$ cat src/rtl/cdb_pkg.sv
// rtl/cdb_pkg.sv - shared widths and source encodings for the common data bus arbiter
package cdb_pkg;

    localparam int DATA_W = 32;
    localparam int TAG_W  = 8;

    localparam logic SRC_ALU = 1'b0;
    localparam logic SRC_MEM = 1'b1;

endpackage

$ cat src/rtl/cdb_src_fifo.sv
// rtl/cdb_src_fifo.sv - per-source writeback FIFO feeding the common data bus
// Ports:
//   clk, rst          clock, asynchronous active-low reset
//   push, push_entry  enqueue request; accepted only while ready
//   pop               dequeue the head; ignored when empty
//   head              current head entry
//   count             number of stored entries (0..DEPTH)
//   ready             count < DEPTH, from the registered count only
//   almost_full       count >= DEPTH-1
module cdb_src_fifo #(
    parameter int DEPTH = 4,
    parameter int W     = 40,
    localparam int AW   = $clog2(DEPTH),
    localparam int CW   = AW + 1
) (
    input  logic          clk,
    input  logic          rst,
    input  logic          push,
    input  logic [W-1:0]  push_entry,
    input  logic          pop,
    output logic [W-1:0]  head,
    output logic [CW-1:0] count,
    output logic          ready,
    output logic          almost_full
);

    logic [W-1:0]  mem [DEPTH];
    logic [AW-1:0] wr_ptr;
    logic [AW-1:0] rd_ptr;
    logic          do_push;
    logic          do_pop;

    // A full FIFO refuses a push even when its head leaves on the same edge.
    assign ready       = (count < CW'(DEPTH));
    assign almost_full = (count >= CW'(DEPTH - 1));
    assign do_push     = push && ready;
    assign do_pop      = pop && (count != '0);
    assign head        = mem[rd_ptr];

    always_ff @(posedge clk) begin
        if (do_push) begin
            mem[wr_ptr] <= push_entry;
        end
    end

    // Pointers are AW bits wide, so they wrap modulo DEPTH for free.
    always_ff @(posedge clk or negedge rst) begin
        if (!rst) begin
            wr_ptr <= '0;
            rd_ptr <= '0;
            count  <= '0;
        end else begin
            if (do_push) begin
                wr_ptr <= wr_ptr + 1'b1;
            end
            if (do_pop) begin
                rd_ptr <= rd_ptr + 1'b1;
            end
            case ({do_push, do_pop})
                2'b10:   count <= count + 1'b1;
                2'b01:   count <= count - 1'b1;
                default: count <= count;
            endcase
        end
    end

endmodule

$ cat src/rtl/cdb_arbiter.sv
// rtl/cdb_arbiter.sv - ALU/MEM writeback arbiter driving the registered common data bus
// Optional feature macro: CDB_STARVE_GUARD_EN (ALU starvation guard).
// Ports:
//   clk, rst                                   clock, asynchronous active-low reset
//   alu_wb_valid/tag/data, alu_wb_ready        ALU writeback request into the ALU FIFO
//   mem_wb_valid/tag/data, mem_wb_ready        MEM writeback request into the MEM FIFO
//   alu_almost_full, mem_almost_full           scheduler throttle hints
//   cdb_valid, cdb_tag, cdb_data, cdb_src      registered bus; payload holds when not valid
module cdb_arbiter
    import cdb_pkg::*;
#(
    parameter int DEPTH        = 4,
    parameter int STARVE_LIMIT = 3
) (
    input  logic              clk,
    input  logic              rst,
    input  logic              alu_wb_valid,
    input  logic [TAG_W-1:0]  alu_wb_tag,
    input  logic [DATA_W-1:0] alu_wb_data,
    output logic              alu_wb_ready,
    input  logic              mem_wb_valid,
    input  logic [TAG_W-1:0]  mem_wb_tag,
    input  logic [DATA_W-1:0] mem_wb_data,
    output logic              mem_wb_ready,
    output logic              alu_almost_full,
    output logic              mem_almost_full,
    output logic              cdb_valid,
    output logic [TAG_W-1:0]  cdb_tag,
    output logic [DATA_W-1:0] cdb_data,
    output logic              cdb_src
);

    localparam int W  = TAG_W + DATA_W;
    localparam int CW = $clog2(DEPTH) + 1;

    logic [W-1:0]  alu_head;
    logic [W-1:0]  mem_head;
    logic [CW-1:0] alu_count;
    logic [CW-1:0] mem_count;
    logic          alu_ne;
    logic          mem_ne;
    logic          alu_grant;
    logic          mem_grant;
    logic          starve_fire;

    cdb_src_fifo #(.DEPTH(DEPTH), .W(W)) u_alu_fifo (
        .clk         (clk),
        .rst         (rst),
        .push        (alu_wb_valid),
        .push_entry  ({alu_wb_tag, alu_wb_data}),
        .pop         (alu_grant),
        .head        (alu_head),
        .count       (alu_count),
        .ready       (alu_wb_ready),
        .almost_full (alu_almost_full)
    );

    cdb_src_fifo #(.DEPTH(DEPTH), .W(W)) u_mem_fifo (
        .clk         (clk),
        .rst         (rst),
        .push        (mem_wb_valid),
        .push_entry  ({mem_wb_tag, mem_wb_data}),
        .pop         (mem_grant),
        .head        (mem_head),
        .count       (mem_count),
        .ready       (mem_wb_ready),
        .almost_full (mem_almost_full)
    );

    assign alu_ne = (alu_count != '0);
    assign mem_ne = (mem_count != '0);

    // MEM has priority; ALU gets the bus when MEM is empty or has starved it too long.
    assign alu_grant = alu_ne && (!mem_ne || starve_fire);
    assign mem_grant = mem_ne && !alu_grant;

`ifdef CDB_STARVE_GUARD_EN
    localparam int SW = (STARVE_LIMIT < 1) ? 1 : $clog2(STARVE_LIMIT + 1);
    localparam logic [SW-1:0] LIMIT = SW'(STARVE_LIMIT);

    logic [SW-1:0] starve_cnt;

    // The counter saturates naturally: reaching LIMIT forces an ALU win, which clears it.
    assign starve_fire = (starve_cnt == LIMIT);

    always_ff @(posedge clk or negedge rst) begin
        if (!rst) begin
            starve_cnt <= '0;
        end else if (alu_ne && mem_grant) begin
            starve_cnt <= starve_cnt + 1'b1;
        end else begin
            starve_cnt <= '0;
        end
    end
`else
    assign starve_fire = 1'b0;
`endif

    always_ff @(posedge clk or negedge rst) begin
        if (!rst) begin
            cdb_valid <= 1'b0;
            cdb_src   <= 1'b0;
            cdb_tag   <= '0;
            cdb_data  <= '0;
        end else begin
            cdb_valid <= alu_grant || mem_grant;
            if (alu_grant) begin
                {cdb_tag, cdb_data} <= alu_head;
                cdb_src             <= SRC_ALU;
            end else if (mem_grant) begin
                {cdb_tag, cdb_data} <= mem_head;
                cdb_src             <= SRC_MEM;
            end
        end
    end

endmodule

$ cat config.mk
export PLATFORM = sky130hd
export DESIGN_NAME = cdb_arbiter
export DESIGN_NICKNAME = d
export VERILOG_FILES = /design/src/rtl/cdb_pkg.sv /design/src/rtl/cdb_src_fifo.sv /design/src/rtl/cdb_arbiter.sv
export SDC_FILE = /design/constraint.sdc
export NUM_CORES = 1
export LEC_CHECK = 0
export CORE_MARGIN = 8
export CORE_UTILIZATION = 48
export CTS_BUF_LIST = sky130_fd_sc_hd__clkbuf_8
export CTS_CLUSTER_DIAMETER = 200
export CTS_CLUSTER_SIZE = 40
export DETAILED_ROUTE_END_ITERATION = 8
export GPL_TIMING_DRIVEN = 0
export PLACE_DENSITY = 0.71
export SLEW_MARGIN = 20
export SYNTH_ARGS = -nofsm -noshare
export SYNTH_HDL_FRONTEND = slang
export SYNTH_HIERARCHICAL = 1
export SYNTH_SLANG_ARGS = --single-unit
export TNS_END_PERCENT = 30
$ cat constraint.sdc
create_clock -name clk -period 3.15 [get_ports clk]
set_input_delay 0.7875 -clock clk [delete_from_list [all_inputs] [get_ports clk]]
set_output_delay 0.7875 -clock clk [all_outputs]
set_load 0.02 [all_outputs]
==> results of run 1 <==
==> area by class of cell <==
class | instances | area [um^2] | area share, %
sequential | 376 | 11000 | 66.3
timing repair buffer | 134 | 1390 | 8.36
multi-input combinational | 295 | 3050 | 18.4
buffer | 39 | 372 | 2.24
clock buffer | 13 | 179 | 1.08
inverter | 15 | 56.3 | 0.339
antenna | 2 | 5.00 | 0.0301
tap | 390 | 488 | 2.94
clock inverter | 8 | 56.3 | 0.339
==> power by group through the flow <==
stage	clock [mW]	sequential, mW	combinational (mW)
finish	1.76	6.82	5.52
detailed placement	0	6.94	5.65
floorplan	0	7.16	3.37
global placement	0	6.96	5.50
CTS	1.81	6.83	5.67
global route	1.97	6.91	6.00
==> sequential cells by signal, summed over array words and instances, names as in the netlist <==
signal / flops
u_alu_fifo/mem: 160
u_mem_fifo/mem: 160
cdb_data: 32
cdb_tag: 8
u_alu_fifo/count: 3
u_mem_fifo/count: 3
u_alu_fifo/rd_ptr: 2
u_alu_fifo/wr_ptr: 2
u_mem_fifo/rd_ptr: 2
u_mem_fifo/wr_ptr: 2
cdb_src: 1
cdb_valid: 1
==> cell usage after synthesis, drive strengths merged, types with 4 or more instances <==
cell and number:
edfxtp 320, a21oi 80, mux4 80, dfrtp 56, nand2 47, nor2 43, buf 34, inv 15
ha 10, and2 8, xnor2 8, clkbuf 5, o21ai 4, xor2 4
==> cell usage in the layout (no fill, tap or decap), drive strengths merged <==
| cell | n |
|---|---|
| edfxtp | 320 |
| clkdlybuf4s50 | 128 |
| mux4 | 80 |
| a21oi | 80 |
| dfrtp | 56 |
| nand2 | 47 |
| nor2 | 43 |
| buf | 40 |
| inv | 22 |
| clkbuf | 18 |
| ha | 10 |
| xnor2 | 8 |
| and2 | 8 |
| o21ai | 4 |
| xor2 | 4 |
| diode | 2 |
| nor3 | 2 |
| o31a | 2 |
| nor2b | 2 |
| mux2i | 2 |
| fa | 2 |
| or3 | 1 |
| clkinv | 1 |
==> per-layer routing <==
metal	routed length, um	up-vias
li1	-	3115
met1	12700	3546
met2	14400	212
met3	1560	36
met4	592	6
met5	33	-
==> worst reg2reg max path: cells and delay by family (launching register included) <==
kind / cells / cell delay [ns]
and+or+nand+nor: 3 / 0.72
adders and majority gates: 2 / 0.59
DFF: 1 / 0.49
buffers and inverters: 3 / 0.47
AOI/OAI and AO/OA: 1 / 0.27
xor gates and xnor gates: 2 / 0.27
==> worst min-delay path by stage <==
stage	cells past startpoint	end
final	1	cdb_data[0]
after global routing	1	cdb_data[5]
after CTS	1	cdb_data[0]
after detailed placement	2	cdb_src
after global placement	2	cdb_src
after floorplan	0	cdb_data[0]
==> stage by stage <==
| stage | area (um^2) | hold WS (ns) | utilization [%] | power, mW |
|---|---|---|---|---|
| after floorplan | 14500 | 0.492 | - | 10.5 |
| after global placement | 16300 | 0.500 | 54.8 | 12.5 |
| after detailed placement | 16400 | 0.496 | 55.2 | 12.6 |
| after CTS | 16600 | 0.0795 | 56.0 | 14.3 |
| after global routing | 16600 | 0.0780 | 56.0 | 14.9 |
| final | 16600 | 0.0917 | 56.0 | 14.1 |
==> kinds of logic after synthesis <==
logic type      share of synthesized area [%]
simple gates                             3.03
buf+inv                                  2.96
mux                                      12.7
xor+xnor                                0.726
fa+ha+maj                                1.14
flops                                    76.1
compound gates                           3.39
==> results.txt, run 1 <==
* Signed area change from the synthesized netlist to the final layout: 14.7%
- Floorplan die height: around 190 um
- Outcome: finished clean
- Top cell type's share of synthesized area: between 60% and 70%
- Measured against its own limit, the worst slew margin works out to roughly 54%.
- The tool flagged a number of max-cap violations equal to 0.
- Summing every instance area after synthesis gives 14,500 um^2.
- Kind of critical path: reg -> out
- Ratio of cells with drive above 1 in the final layout: 17.6%
* Tmin final: around 2.9 ns
* Prevailing post-synth register cell: edfxtp_1
- Cell internal power was estimated by the tool at roughly 9.4 mW.
* Global routing usage summed across all routing layers: 16.4%
* Portion of the clock cycle consumed by the worst path in the final layout: approximately nine tenths
- The final layout contains routed wiring with a total length of 29.3 mm.
- In this run switching power makes up 33.4% of total power.
- Summed over all failing endpoints, the final setup total negative slack is 0 ns.
- Maximum vdd drop: 0.623 mV
- The initial antenna violation count was 4.
- Sequential element share of the synthesized area: between 70% and 80%
* Sequential group share of total power: 48.4%
* Cell family with most CP delay: buffers and inverters
- Count of instances resized after the clock tree is built: 0
- The most critical setup path has its endpoint at alu_almost_full.
- Final Instance Count excl. Fillers: between 1k and 1.5k
- Wire length of the first global-routing pass: roughly 45 mm
- Startpoint of the lowest-slack register-to-register path: u_mem_fifo/count[0]
- Using the TritonRoute via totals, the vias-per-cell ratio works out to 5.44.
- Fmax achieved: between 300 and 400 MHz
* Number of global-route vias before repair: roughly 7.4k
- Number of synthesis warnings: 6
* Slew at the pin closest to its max-slew limit: between 0.6 and 0.7 ns
- Worst-case reg-to-reg path depth: 11
- Cells along the critical path: inv_1 -> o21ai_0 -> clkdlybuf4s50_1
- The die covers about 36,000 um^2.
* Critical Path Source Type: register
* Site row count: 63
- The critical path contains buffers and inverters numbering 2 combined.
- Weighted congestion reported at the end of routability-driven placement: between 0.8 and 0.9
* Post-Syn Area per Cell: around 20 um^2
* Total gr overflow: 0
- Number of distinct standard cells referenced by the synthesized netlist: 25
* Met1 track demand over resource: between 20% and 30%
* Part of the total power dissipated in the clock network: roughly 13%
* DRC errors left: 0
* Number of buffers inserted during clock tree synthesis: 13
- In this run the worst path has a maximum fanout of 5.
- The largest total area in the synthesized netlist belongs to edfxtp_1.
- For flop-to-flop paths, the worst setup slack is a little over 0.3 ns.
- Summed over all nets, the switching power comes to 4.71 mW.
- Setup repair after global routing left no endpoint under its margin.
- Most crowded layer after global routing: met2
* Number of nets at the end of the flow: 970
- The later pin in the worst-skew pair is clocked with a latency of between 0.5 and 0.6 ns.
- Cts hold-fix bufs: 0
* Number of slew-limit violations in the final report: 0
* Port bufs: about 130
- Data on the critical path is required at its endpoint by about 2.4 ns.
- The path class of the tightest hold or removal check is in -> async.
* First-pass iteration count of the detailed router: 5
- For this run, global-route usage on met3 was measured as 2.89%.
- Post-synthesis register bit count: about 380
- Pin count of the biggest net entering global routing: 42
- Synthesis produced a netlist with a net count of between 800 and 900.
- Final-layout fill cell count: ~2.3k
- Per report_power, the combinational group accounts for between 30% and 40% of the total.
- Dividing total power by cell area gives a power density of around 850 nW/um^2.
- Clock-pin transition on the worst setup and hold timing paths: between 0.2 and 0.25 ns
- The initial utilization of the core area, before any placement, comes to around half.
- Number of clock sinks seen by CTS: approximately 380
- Count of endpoints failing setup in the final report: 0
- Mean routed wirelength per cell: about 23 um
- Tracing the worst setup path back leads to its startpoint at u_alu_fifo/count[0].
* CTS tree: yes
- 1st-iter DRT viols: ~510
- The count of nets left with antenna violations once routing finished came out at 0.
* Crit path largest cell delay: 0.64 ns
* Reg-to-Reg End: u_alu_fifo/count[2]
- Core region area: 29,600 um^2
- Layout Skew: ~0.067 ns
* Endpoint type of the worst setup path: output pin
- Die width: roughly 190 um
- Endpoint arrival time on the critical path: around 2.1 ns
- between 100 and 150 I/O pins were placed.
- Global routing used a little over a quarter of the available met2 tracks.
- In this run, synthesis inferred 320 flip-flops with an integrated enable.
* Setup Fix Bufs, Post-CTS: 0
- Total number of cells along the worst setup path: 3
* HPWL after detailed placement: a little over 20 mm
- Slowest stage cell on the critical path: clkdlybuf4s50_1
* Pre-CTS worst setup slack: 0.317 ns
* Cells after Synth: between 700 and 800
- Once placement completed, the tool counted placed cells totaling between 1k and 1.5k.
* Number of failing hold endpoints at the final stage: 0
- In this run the number of H-tree levels came out at 1.
* Static Leakage: around 5.6 nW
* Ranking of synthesized cells by area: edfxtp_1 (66%), mux4_2 (12%), dfrtp_1 (9.7%)
* Worst-case clock buffer depth: 3
- CTS Root Cell: clkbuf_8
- Post-synth ARST share: ~15%
- Total via count in the routed design: about 6.9k
- Post-layout worst setup margin: between 0.2 and 0.3 ns
(Power assumes the default switching activity.)
==> run 2, diff against run 1 <==
CORE_MARGIN = 5   (was 8)
clock period = 3.7 ns   (was 3.15 ns; I/O delays follow)
==> run 2 against run 1 <==
Compared with the run above:
- combinational power decreased by 15%
- first-iteration DRC count decreased by 7.9%
- sequential cell count unchanged
- routed wire length decreased by 0.11%
- worst hold slack improved by 0.14 ns
- core utilization decreased by 0.20 points
- via count increased by 1.4%
- power decreased by 15%
==> results.txt, run 2 (synthesis gave the netlist of run 1 again) <==
- The CTS buffer count came to 13 (unchanged).
- The number of detailed-routing iterations run before antenna repair came to 4 (-1).
- 1st-iter DRT viols: 467 (-7.9%)
* Count of instances resized after the clock tree is built: 0 (unchanged)
- The final setup violation count is 0 (unchanged).
- Site row count: 63 (unchanged)
* HPWL after detailed placement: 19.8 mm (-1.3%)
- Largest registers ranked by flip-flop count: u_alu_fifo/mem (160), u_mem_fifo/mem (160), cdb_data (32)
- Setup Fix Bufs, Post-CTS: 0 (unchanged)
- The setup total negative slack is 0 ns (unchanged).
* Portion of the clock cycle consumed by the worst path in the final layout: 82.1%
- The vias after detailed routing came to 7,013 (+1.4%).
* Cells along the critical path: inv_1 -> o21ai_0 -> clkdlybuf4s50_1
* Cell family with most CP delay: buffers and inverters
- In this run the clock root is driven by a clkbuf_8.
- Met2 wire len: 14.7 mm (+1.8%)
- The power density relative to cell area came to 725 nW/um^2 (-15%).
* Wire length on met3: 1.65 mm (+5.8%)
- The pin slew with the least headroom to its limit is 0.692 ns (+0.00188 ns).
- Total gr overflow: 0 (unchanged)
* Register area: 11,000 um^2 (unchanged)
- The worst setup path is launched from a register.
- The ratio of cells with drive above 1 in the final layout is 17.6% (unchanged).
* I/O pin total: 130 (unchanged)
- Initial Utilization: 48.7% (-0.13 points)
* Crit path largest cell delay: 0.66 ns (+0.02 ns)
- Signed area change from the synthesized netlist to the final layout: 14.6% (about the same)
- The core utilization of the finished layout is 55.8% (-0.20 points).
* Data required, critical path: 2.77 ns (+0.41 ns)
* Top layer in use: met5
- Maximum net fanout on the critical path: 4 (-1)
- Tmin final: between 3 and 4 ns
* Final design area excluding fillers: 16,600 um^2 (about the same)
- Crit path buffers/inverters: 2 (unchanged)
- Final antenna-violating net count: 0 (unchanged)
* Outcome: finished clean
- Number of nets at the end of the flow: 969 (-0.10%)
- Endpoint type of the worst setup path: output pin
- Floorplan die height: 184 um (-3.2%)
- Layout Skew: 0.0494 ns (-0.0176 ns)
- Commonest non-fill, non-tap cells in the layout: edfxtp_1 (320), clkdlybuf4s50_1 (128), mux4_2 (76)
- The leakage dissipation came to 5.61 nW (-0.13%).
- The area of the multi-input gates was 3050 um^2 (about the same).
- The largest net degree at the start of global routing was 42 (unchanged).
- The initial antenna violation count is 3 (-1).
- Via/cell ratio: 5.52 (+1.5%)
- The count of unresolved DRC violations after routing is 0 (unchanged).
- Setup repair after global routing left no endpoint under its margin.
- The x dimension of the die was 184 um (-3.2%).
- The max-slew violation total from the final report was 0 (unchanged).
- The cell area after placement came to 16,300 um^2 (-0.11%).
- The area of the die was 33,700 um^2 (-6.2%).
* Weighted congestion reported at the end of routability-driven placement: 0.769 (-3.9%)
- Number of global-route vias before repair: 7,431 (-0.11%)
- The global-route wire length before repair was 44.2 mm (-1.6%).
* Total of max-cap violations: 0 (unchanged)
- The total routed wire length on the met1 layer was 12.3 mm (-2.9%).
* Global routing usage summed across all routing layers: 17.3% (+0.87 points)
- The tightest min-delay check is of the in -> async type.
* Cts hold-fix bufs: 0 (unchanged)
- The number of buffers added on ports came to 129 (unchanged).
- The clock transition at the registers of the reported paths came to 0.22 ns (about the same).
- TritonCTS built the clock tree.
- Endpoint arrival time on the critical path: 2.11 ns (+0.02 ns)
- The count of H-tree levels built during CTS came to 1 (unchanged).
* Worst-case clock buffer depth: 3 (unchanged)
* Final-layout fill cell count: 2,286 (-0.74%)
- Worst hold slack across all endpoints: 0.236 ns (+0.145 ns)
* Mean routed wirelength per cell: 23.0 um (about the same)
* Worst-skew pair later-pin latency: 0.59 ns (about the same)
- Number of clock sinks seen by CTS: 376 (unchanged)
* Fmax achieved: roughly 330 MHz
* Number of failing hold endpoints at the final stage: 0 (unchanged)
- The worst slew margin relative to its limit came to 53.9% (-0.13 points).
- The slowest stage of the critical path belongs to the cell clkdlybuf4s50_1.
- The post-detailed-routing wire length came to 29.3 mm (-0.11%).
- Maximum vdd drop: 0.570 mV (-8.5%)
- Kind of critical path: reg -> out
- Leaving out fill and tap cells, the most frequent cell in the layout is edfxtp_1.
- The setup slack on the worst flop-to-flop path is 0.82 ns (+0.51 ns).
- Core region area: 29,700 um^2 (+0.27%)
run 2: cell types whose count changed in the layout (fill, tap and decap cells not counted):
| cell | change |
|---|---|
| buf_12 | -1 |
| and2_2 | -1 |
| and2_4 | +1 |
| clkinvlp_4 | +1 |
| diode_2 | -1 |
run 2: stage by stage:
stage / cells / setup WS, ns / total power [mW]
2_1_floorplan: 725 / 1.04 / 8.97
3_3_place_gp: 1244 / -0.358 / 10.6
3_5_place_dp: 1248 / 0.745 / 10.7
4_1_cts: 1270 / 0.602 / 12.2
5_1_grt: 1271 / 0.498 / 12.7
6_report: 1271 / 0.663 / 12.0
run 2: worst register-to-register path, stage by stage, from the launching register on:
cell and delay (ns):
dfrtp_1 0.49, nor3_4 0.38, inv_2 0.16, buf_2 0.26
nor2_1 0.22, o31a_1 0.25, ha_1 0.21, inv_1 0.07
fa_1 0.38, xor2_1 0.15, nor2_1 0.13, xnor2_1 0.14
run 2: final timing paths:
check / from / endpoint / depth (start not counted)
setup / recovery: u_mem_fifo/count[0] / mem_almost_full / 3
hold / removal: rst / cdb_data[9] / 1
setup reg to reg: u_mem_fifo/count[0] / u_alu_fifo/count[2] / 11
hold reg to reg: cdb_src / cdb_src / 2
max in group asynchronous: rst / cdb_data[22] / 2
min in group clk: cdb_src / cdb_src / 2
run 2: final cells by class:
cell class / instances / share of cell area [%]
plain buffers: 39 / 2.24
flip-flops and latches: 376 / 66.4
inverters: 15 / 0.339
diodes: 1 / 0.0151
well taps: 390 / 2.94
clock inverters: 9 / 0.385
multi-input cells: 295 / 18.4
clock buffers: 13 / 1.08
repair buffers: 133 / 8.25
run 2: per-layer routing:
layer	up-vias	track usage (%)
li1	3106	-
met1	3657	24.5
met2	214	28.7
met3	32	2.69
met4	4	3.96
met5	-	0
run 2: report_power, final:
| group | internal (mW) | leakage [nW] | switching, mW | total (mW) |
|---|---|---|---|---|
| logic | 2.18 | 1.91 | 2.53 | 4.71 |
| registers | 5.46 | 3.55 | 0.364 | 5.82 |
| clock network | 0.355 | 0.142 | 1.15 | 1.51 |
